### src/rtl/argmax_stream_classifier.sv
// Streaming argmax classifier: consumes one class score per cycle, tracks the
// best score, its class index and the runner-up, then presents the winner, the
// best-vs-runner-up margin and a framing-error flag through a valid/ready port.
//
// state | meaning
// ------+---------------------------------------------------------------
// ACC   | accepting scores of the current frame, in_ready=1
// HOLD  | result presented on out_*, waiting for out_ready, in_ready=0
module argmax_stream_classifier #(
    parameter int DATA_W      = 26,
    parameter int NUM_CLASSES = 10,
    parameter int IDX_W       = 4,
    parameter bit SIGNED      = 1'b1
) (
    input  logic              clk,
    input  logic              rst,
    input  logic              in_valid,
    output logic              in_ready,
    input  logic [DATA_W-1:0] in_data,
    input  logic              in_last,
    output logic              out_valid,
    input  logic              out_ready,
    output logic [IDX_W-1:0]  out_idx,
    output logic [DATA_W-1:0] out_max,
    output logic [DATA_W:0]   out_margin,
    output logic              out_err
);

    // Smallest representable score; seeds the runner-up at the start of a frame
    // so a single-sample frame reports margin = best - MIN.
    localparam logic [DATA_W-1:0] MIN_VAL  = SIGNED ? {1'b1, {(DATA_W-1){1'b0}}}
                                                    : {DATA_W{1'b0}};
    localparam logic [IDX_W-1:0]  LAST_CNT = IDX_W'(NUM_CLASSES - 1);
    // All-ones index never names a real class, so it marks "no result yet".
    localparam logic [IDX_W-1:0]  IDX_NONE = {IDX_W{1'b1}};

    typedef enum logic [0:0] {
        ST_ACC  = 1'b0,
        ST_HOLD = 1'b1
    } state_t;

    state_t              state_q, state_d;
    logic [IDX_W-1:0]    count_q, count_d;
    logic [DATA_W-1:0]   best_q, best_d;
    logic [DATA_W-1:0]   second_q, second_d;
    logic [IDX_W-1:0]    idx_q, idx_d;
    logic [IDX_W-1:0]    out_idx_q, out_idx_d;
    logic [DATA_W-1:0]   out_max_q, out_max_d;
    logic [DATA_W:0]     out_margin_q, out_margin_d;
    logic                out_err_q, out_err_d;

    logic [DATA_W-1:0]   upd_best;
    logic [DATA_W-1:0]   upd_second;
    logic [IDX_W-1:0]    upd_idx;
    logic [DATA_W:0]     upd_margin;
    logic                at_last_slot;
    logic                frame_end;
    logic                frame_err;

    // Strict greater-than in the configured number interpretation.
    function automatic logic score_gt(input logic [DATA_W-1:0] a,
                                      input logic [DATA_W-1:0] b);
        if (SIGNED) begin
            return $signed(a) > $signed(b);
        end else begin
            return a > b;
        end
    endfunction

    // Widen by one bit so best - second never overflows.
    function automatic logic [DATA_W:0] score_ext(input logic [DATA_W-1:0] a);
        if (SIGNED) begin
            return {a[DATA_W-1], a};
        end else begin
            return {1'b0, a};
        end
    endfunction

    // Tracker update for the sample on in_data; ties keep the incumbent so the
    // lowest index wins.
    always_comb begin
        upd_best   = best_q;
        upd_second = second_q;
        upd_idx    = idx_q;
        if (count_q == '0) begin
            upd_best   = in_data;
            upd_second = MIN_VAL;
            upd_idx    = '0;
        end else if (score_gt(in_data, best_q)) begin
            upd_second = best_q;
            upd_best   = in_data;
            upd_idx    = count_q;
        end else if (score_gt(in_data, second_q)) begin
            upd_second = in_data;
        end
    end

    // Frame termination and error classification for the current accept.
    always_comb begin
        upd_margin   = score_ext(upd_best) - score_ext(upd_second);
        at_last_slot = (count_q == LAST_CNT);
        frame_end    = in_last || at_last_slot;
        frame_err    = (in_last && (count_q < LAST_CNT)) || (!in_last && at_last_slot);
    end

    // Next-state and handshake outputs.
    always_comb begin
        state_d      = state_q;
        count_d      = count_q;
        best_d       = best_q;
        second_d     = second_q;
        idx_d        = idx_q;
        out_idx_d    = out_idx_q;
        out_max_d    = out_max_q;
        out_margin_d = out_margin_q;
        out_err_d    = out_err_q;
        in_ready     = 1'b0;
        out_valid    = 1'b0;
        case (state_q)
            ST_ACC: begin
                in_ready = !rst;
                if (in_valid && !rst) begin
                    best_d   = upd_best;
                    second_d = upd_second;
                    idx_d    = upd_idx;
                    count_d  = count_q + IDX_W'(1);
                    if (frame_end) begin
                        state_d      = ST_HOLD;
                        count_d      = '0;
                        out_idx_d    = upd_idx;
                        out_max_d    = upd_best;
                        out_margin_d = upd_margin;
                        out_err_d    = frame_err;
                    end
                end
            end
            ST_HOLD: begin
                out_valid = 1'b1;
                if (out_ready) begin
                    state_d = ST_ACC;
                    count_d = '0;
                end
            end
            default: begin
                state_d = ST_ACC;
                count_d = '0;
            end
        endcase
    end

    // State and result registers; reset discards any partial frame.
    always_ff @(posedge clk) begin
        if (rst) begin
            state_q      <= ST_ACC;
            count_q      <= '0;
            best_q       <= '0;
            second_q     <= MIN_VAL;
            idx_q        <= '0;
            out_idx_q    <= IDX_NONE;
            out_max_q    <= '0;
            out_margin_q <= '0;
            out_err_q    <= 1'b0;
        end else begin
            state_q      <= state_d;
            count_q      <= count_d;
            best_q       <= best_d;
            second_q     <= second_d;
            idx_q        <= idx_d;
            out_idx_q    <= out_idx_d;
            out_max_q    <= out_max_d;
            out_margin_q <= out_margin_d;
            out_err_q    <= out_err_d;
        end
    end

    assign out_idx    = out_idx_q;
    assign out_max    = out_max_q;
    assign out_margin = out_margin_q;
    assign out_err    = out_err_q;

endmodule

### config.mk
export PLATFORM = sky130hd
export DESIGN_NAME = argmax_stream_classifier
export DESIGN_NICKNAME = d
export VERILOG_FILES = /design/src/rtl/argmax_stream_classifier.sv
export SDC_FILE = /design/constraint.sdc
export NUM_CORES = 1
export LEC_CHECK = 0
export BUFFER_PORTS_ARGS = -buffer_cell sky130_fd_sc_hd__buf_2
export CAP_MARGIN = 20
export CORE_ASPECT_RATIO = 1.2
export CORE_MARGIN = 1
export CORE_UTILIZATION = 30
export CTS_BUF_LIST = sky130_fd_sc_hd__clkbuf_4 sky130_fd_sc_hd__clkbuf_8 sky130_fd_sc_hd__clkbuf_16
export DETAILED_ROUTE_END_ITERATION = 10
export PLACE_DENSITY = 0.57
export RECOVER_POWER = 100
export SLEW_MARGIN = 20
export SYNTH_ARGS = -nofsm -noshare
export SYNTH_HDL_FRONTEND = slang
export SYNTH_SLANG_ARGS = --single-unit
export TNS_END_PERCENT = 100
### constraint.sdc
create_clock -name clk -period 4.97 [get_ports clk]
set_input_delay 0.994 -clock clk [delete_from_list [all_inputs] [get_ports clk]]
set_output_delay 0.994 -clock clk [all_outputs]
set_load 0.03 [all_outputs]
; ---- Word-level counts from Yosys, hierarchy flattened
; Cells that the tools add are included.
[op_classes]
addsub = 2
order_cmp = 3
n_eq_ne = 3
mux = 20
bitwise_logic = 1
n_reduce_logical = 11
[op_table]
columns = operator, n
row1 = two-way mux 26 bit, 5
row2 = > comparator 26 bit, 2
row3 = subtractor 26 x 26 -> 27 bit, 1
row4 = two-way mux 4 bit, 5
row5 = two-way mux 1 bit, 8
row6 = one-hot mux 4 bit (2 select lines), 1
row7 = adder 4 x 1 -> 4 bit (second input constant), 1
row8 = equality test 4 bit (second input constant), 1
row9 = zero test 4 bit, 1
row10 = less-than comparator 4 bit (second input constant), 1
row11 = inequality test 2 bit (second input constant), 2
row12 = AND reduction 2 bit, 2
row13 = logical AND 1 bit, 3
row14 = AND reduction 3 bit, 1
row15 = zero test 1 bit, 2
row16 = logical OR 1 bit, 2
row17 = one-hot mux 1 bit (2 select lines), 1
row18 = NOT 1 bit, 1
[totals]
regBits = 119
in_bits = 31
output_inout_bits = 60
wordCells = 49

; ---- Longest topological paths before layout
[depth]
word_depth = 8
mapped_depth = 22
mapped_depth_nobuf = 20

; ---- Worst setup path after synthesis
; Ideal clock, no wire load.
[synth_path]
path_type = input to register
start = input in_data[17]
end = register out_margin_q[24], in the netlist out_margin[24]
setup_ns = 0.095
arrival_time_ns = 5.035
required_ns = 4.875
setup_slack_ns = -0.160
cell_stages = 21
n_path_buf = 2
path_cell_list = ha_1 > nand4_1 > nor3_1 > nand3_1 > o221ai_2 > a21oi_4 > or2_2 > buf_6 > buf_2 > o21ai_0 > a21oi_1 > ha_1 > fa_1 > and2b_1 > o2111ai_1 > a211oi_1 > o21ai_1 > o211a_1 > o31ai_2 > a21oi_1 > o311ai_1
[synth_between]
elab_chain_len = 7
elab_cells_between_ends = 11
classes_between = add/sub: 1 / order compare: 2 / mux: 8
[synth_lines]
columns = element, line
row1 = start: declaration, 19  ; input logic [DATA_W-1:0] in_data,
row2 = > comparator 26 bit, 64  ; return $signed(a) > $signed(b);
row3 = two-way mux 1 bit, 89  ; end else if (score_gt(in_data, best_q)) begin
row4 = two-way mux 1 bit, 85  ; if (count_q == '0) begin
row5 = two-way mux 26 bit, 93  ; end else if (score_gt(in_data, second_q)) begin
row6 = two-way mux 26 bit *, 89
row7 = two-way mux 26 bit *, 85
row8 = net upd_second[0], 53  ; logic [DATA_W-1:0] upd_second;
row9 = subtractor 26 x 26 -> 27 bit *, 100  ; upd_margin = score_ext(upd_best) - score_ext(upd_second);
row10 = end signal: assignment, 171  ; out_margin_q <= out_margin_d;
row11 = end: declaration, 49  ; logic [DATA_W:0] out_margin_q, out_margin_d;
; The timed path passes the listed nets; every way through them passes the cells marked *. The select of a mux whose other input is x is not followed.
; A chain may end at the register's enable or synchronous reset.

; ---- Worst setup path after layout
[layout_path]
start = input in_data[14]
end = register out_margin_q[25], in the netlist out_margin[25]
[layout_between]
elab_chain_len = 7
elab_cells_between_ends = 11
classes_between = add/sub: 1 / order compare: 2 / mux: 8
[layout_lines]
columns = element, line
row1 = > comparator 26 bit, 64
row2 = two-way mux 1 bit, 89
row3 = two-way mux 1 bit, 85
row4 = two-way mux 26 bit, 93
row5 = two-way mux 26 bit, 89
row6 = two-way mux 26 bit, 85
row7 = subtractor 26 x 26 -> 27 bit *, 100
; Mark *: on every way between the ends. The rest lies on a longest branch, timed or not. The select of a mux whose other input is x is not followed.

==> impl_metrics.toml <==
[status]
status = "complete, but fails checks"
violations = "capacitance limit, slew limit"

[clock_tree]
cts_tree = "built"
clk_latency_ns = 0.43
cts_htree_levels = 4
clk_pin_slew_ns = 0.06
numCtsBuffers = 17
cts_num_sinks = 119
cts.hold.buffers_added = 0
root_buffer = "clkbuf_16"
cts_buffer_depth = 2

[global_route]
grt_usage_pct = 19.2
grt.overflow.total = 0
antenna_found_initial = 2
grt_pass1_vias = 7853
grt_max_degree = 46
grt_pass1_wl_microns = 42000

[critical_path]
critPathMaxFanout = 7
worstSetupPathType = "in2reg"
reg2reg_to = "out_margin[25]"
path_cells = "buf_2 > buf_4 > ha_4 > nand4_1 > nor4_4 > a21boi_4 > a211o_4 > clkbuf_16 > a21boi_1 > a211oi_2 > or3_1 > ha_4 > a21oi_2 > nand2_1 > a21oi_4 > a211oi_4 > buf_4 > o21a_1 > nor4_2 > nand3b_1 > a21oi_1"
worst-path-stages = 21
critical_path_arrival_ns = 5.20
cp-startpoint = "in_data[14]"
crit_family = "compound AO/OA/AOI/OAI gates"
max_stage_delay_ns = 0.43
critPathLaunchType = "input pin"
rr_startpoint = "second_q[20]"
required_ns = 5.21
cpMaxStageDelayCell = "or3_1"
critPathCapture = "out_margin[25]"
cp.buffers_inverters = 4
reg2reg_depth = 21
setup.worst_path.end_class = "flop"
r2r_slack_ns = 0.23

[die]
boundaryPins = 91
die_area_sq_mm = 0.0276
die_x_microns = 152
die_h_microns = 182
rows = 65
coreArea_sq_mm = 0.0264
start_util_pct = 30.7

[yosys]
synthesis.area_sq_mm = 0.00808
ys.flop_type = "dfxtp_1"
synth_seq_cells = 119
syn_area_per_cell_sq_um = 8.51
synthCells = 950
yosys.cell_types.count = 73
synthesis.nets = 1063
synth-edff-count = 0
ys_seq_area_share_pct = 29.5
ys_warn_count = 0
synthArstFlopShare_pct = 0

[sta]
drv_slew = 80
fin_crit_ns = 4.96
fmax_ghz = 0.202
worst_slack_ns = 0.00932
rsz0062_at_grt = "true"
setup_violations = 0
period_share_pct = 99.8
holdWs_ns = 0.449
worstMarginPinSlew_ns = 1.59
fin_worst_skew_ns = 0.0150
hold_viol = 0
slew_headroom_pct = -5.85

[routing]
vias = 8144
post_drt_wl_per_cell_microns = 17.3
drt_iter0_drc = 467
drc = 0
vias_per_cell = 5.20
antenna_left = 0
firstDrtPassIters = 6
routed_wirelength_microns = 27100

[power]
p_per_area_mw_per_mm2 = 286
switchingPower_mw = 1.10
ir_worst_vdd_uv = 253
intPower_mw = 2.21
p_seq_share_pct = 31.5
p_comb_share_pct = 32.6
clockPowerShare_pct = 35.8
leakagePower_nw = 4.69
p_sw_share_pct = 33.2

[layout]
final_cells = 1567
drive_gt1_share_pct = 33.9
n_antenna_cell = 0
area_growth_syn_to_layout_pct = 43.0
fin_nets = 1332
final_cell_mix = "193 x buf_4, 119 x dfxtp_1, 78 x nand2_1"
final_common_cell = "buf_4"

[place]
preCtsSetupSlack_ns = -0.759
routabilityCongestion = 0.898
placed_cells = 1527
dp_hpwl_microns = 19800
port_buffers = 90

[job]
cap_violations = 3

[hold_path]
hold_class = "reg2reg"
[layer usage]
layer  track usage, %  vias to the layer above  routed length, microns
met4             6.40                        4                     500
met1             24.8                     3889                   12400
met2             31.8                      195                   13000
li1                 -                     4017                       -
met3             3.84                       39                    1160
met5                0                        -                      27
[through the flow]
stage               cell area, sq um  utilization, %  setup TNS (ns)  total power, mW
finish                         11600            43.9               0             3.31
global route                   11600            43.9          -0.803             3.47
CTS                            11100            42.2        -0.00157             3.25
detailed placement             10400            39.4           -9.25             2.04
global placement               10400            39.4           -7.51             2.03
floorplan                       8180               -               0             1.60
[flip-flops by register name, summed over array words and instances (netlist names)]
| signal | cells |
|---|---|
| count_q | 4 |
| out_idx | 4 |
| out_err | 1 |
| idx_q | 4 |
| second_q | 26 |
| out_max | 26 |
| state_q | 1 |
| best_q | 26 |
| out_margin | 27 |
[how the worst min path moves through the flow]
stage                   startpoint             end  slack, ns  depth (start not counted)
global placement    out_margin[13]  out_margin[13]       0.44                          2
global route         out_margin[5]   out_margin[5]       0.46                          2
CTS                 out_margin[25]  out_margin[25]       0.45                          2
floorplan                 idx_q[0]        idx_q[0]       0.43                          2
finish               out_margin[5]   out_margin[5]       0.45                          2
detailed placement  out_margin[25]  out_margin[25]       0.44                          2
[cells by family (layout without fill, tap and decap cells)]
group	count (synthesis)	in the layout	share of synthesized area [%]
adder cells (fa/ha/maj)	82	82	12.8
buffers and inverters	121	402	6.41
AND/OR/NAND/NOR	251	252	15.0
XOR/XNOR	15	15	1.63
flip-flops	119	119	29.5
AO/OA/AOI/OAI	334	334	30.1
multiplexers	28	28	4.58
[synthesized netlist by cell type (5+ instances only)]
library cell / instances / area [sq um]
nand2_1: 80 / 300
buf_2: 9 / 45.0
a211oi_2: 20 / 250
clkbuf_1: 33 / 124
a21boi_1: 19 / 143
or3_1: 28 / 175
o21ba_1: 16 / 160
inv_1: 70 / 263
nand2b_1: 8 / 50.1
a211oi_1: 13 / 97.6
mux2_4: 16 / 240
mux2_2: 8 / 90.1
o31ai_1: 28 / 210
a21o_1: 18 / 135
nor2_1: 53 / 199
a22o_1: 28 / 245
buf_6: 6 / 67.6
o21bai_1: 5 / 37.5
a21boi_0: 6 / 45.0
a21oi_1: 70 / 350
dfxtp_1: 119 / 2380
ha_1: 81 / 1010
nand3_1: 25 / 125
nor3_1: 17 / 85.1
o21ai_0: 62 / 310
nand3b_1: 5 / 37.5
nand4_1: 13 / 81.3
o21ba_2: 8 / 80.1
xnor2_1: 11 / 96.3
[layout make-up]
class / instances / area [sq um]
multi-input combinational: 711 / 5880
inverter: 70 / 263
fill: 2567 / 14800
sequential: 119 / 2380
clock buffer: 19 / 447
timing repair buffer: 300 / 2060
tap: 335 / 419
clock inverter: 13 / 108
[what timing repair did]
| item | CTS | global route |
|---|---|---|
| buffers inserted | 1 | 5 |
| gates cloned | 1 | 1 |
| endpoints found under the hold margin | 0 | 0 |
| pin swaps | 13 | 13 |
| gates resized for setup | 28 | 76 |
| endpoints found under the setup margin | 12 | 19 |
[power groups by stage]
stage	registers, mW	clock network, mW	logic (mW)
4_1_cts	1.04	1.20	1.01
2_1_floorplan	1.11	0	0.493
5_1_grt	1.05	1.25	1.17
3_3_place_gp	1.06	0	0.966
6_report	1.04	1.19	1.08
3_5_place_dp	1.06	0	0.975
[worst register-to-register path, cell delays in order, from the launching register on]
cell,delay [ns]
dfxtp_1,0.37
inv_1,0.09
ha_4,0.27
nand4_1,0.22
buf_4,0.23
nor4_4,0.28
a21boi_4,0.11
a211o_4,0.39
clkbuf_16,0.18
a21boi_1,0.19
a211oi_2,0.07
or3_1,0.43
ha_4,0.29
a21oi_2,0.16
nand2_1,0.13
a21oi_4,0.23
a211oi_4,0.11
buf_4,0.16
o21a_1,0.21
nor4_2,0.23
nand3b_1,0.13
a21oi_1,0.07
Power figures use the tool's default switching activity.
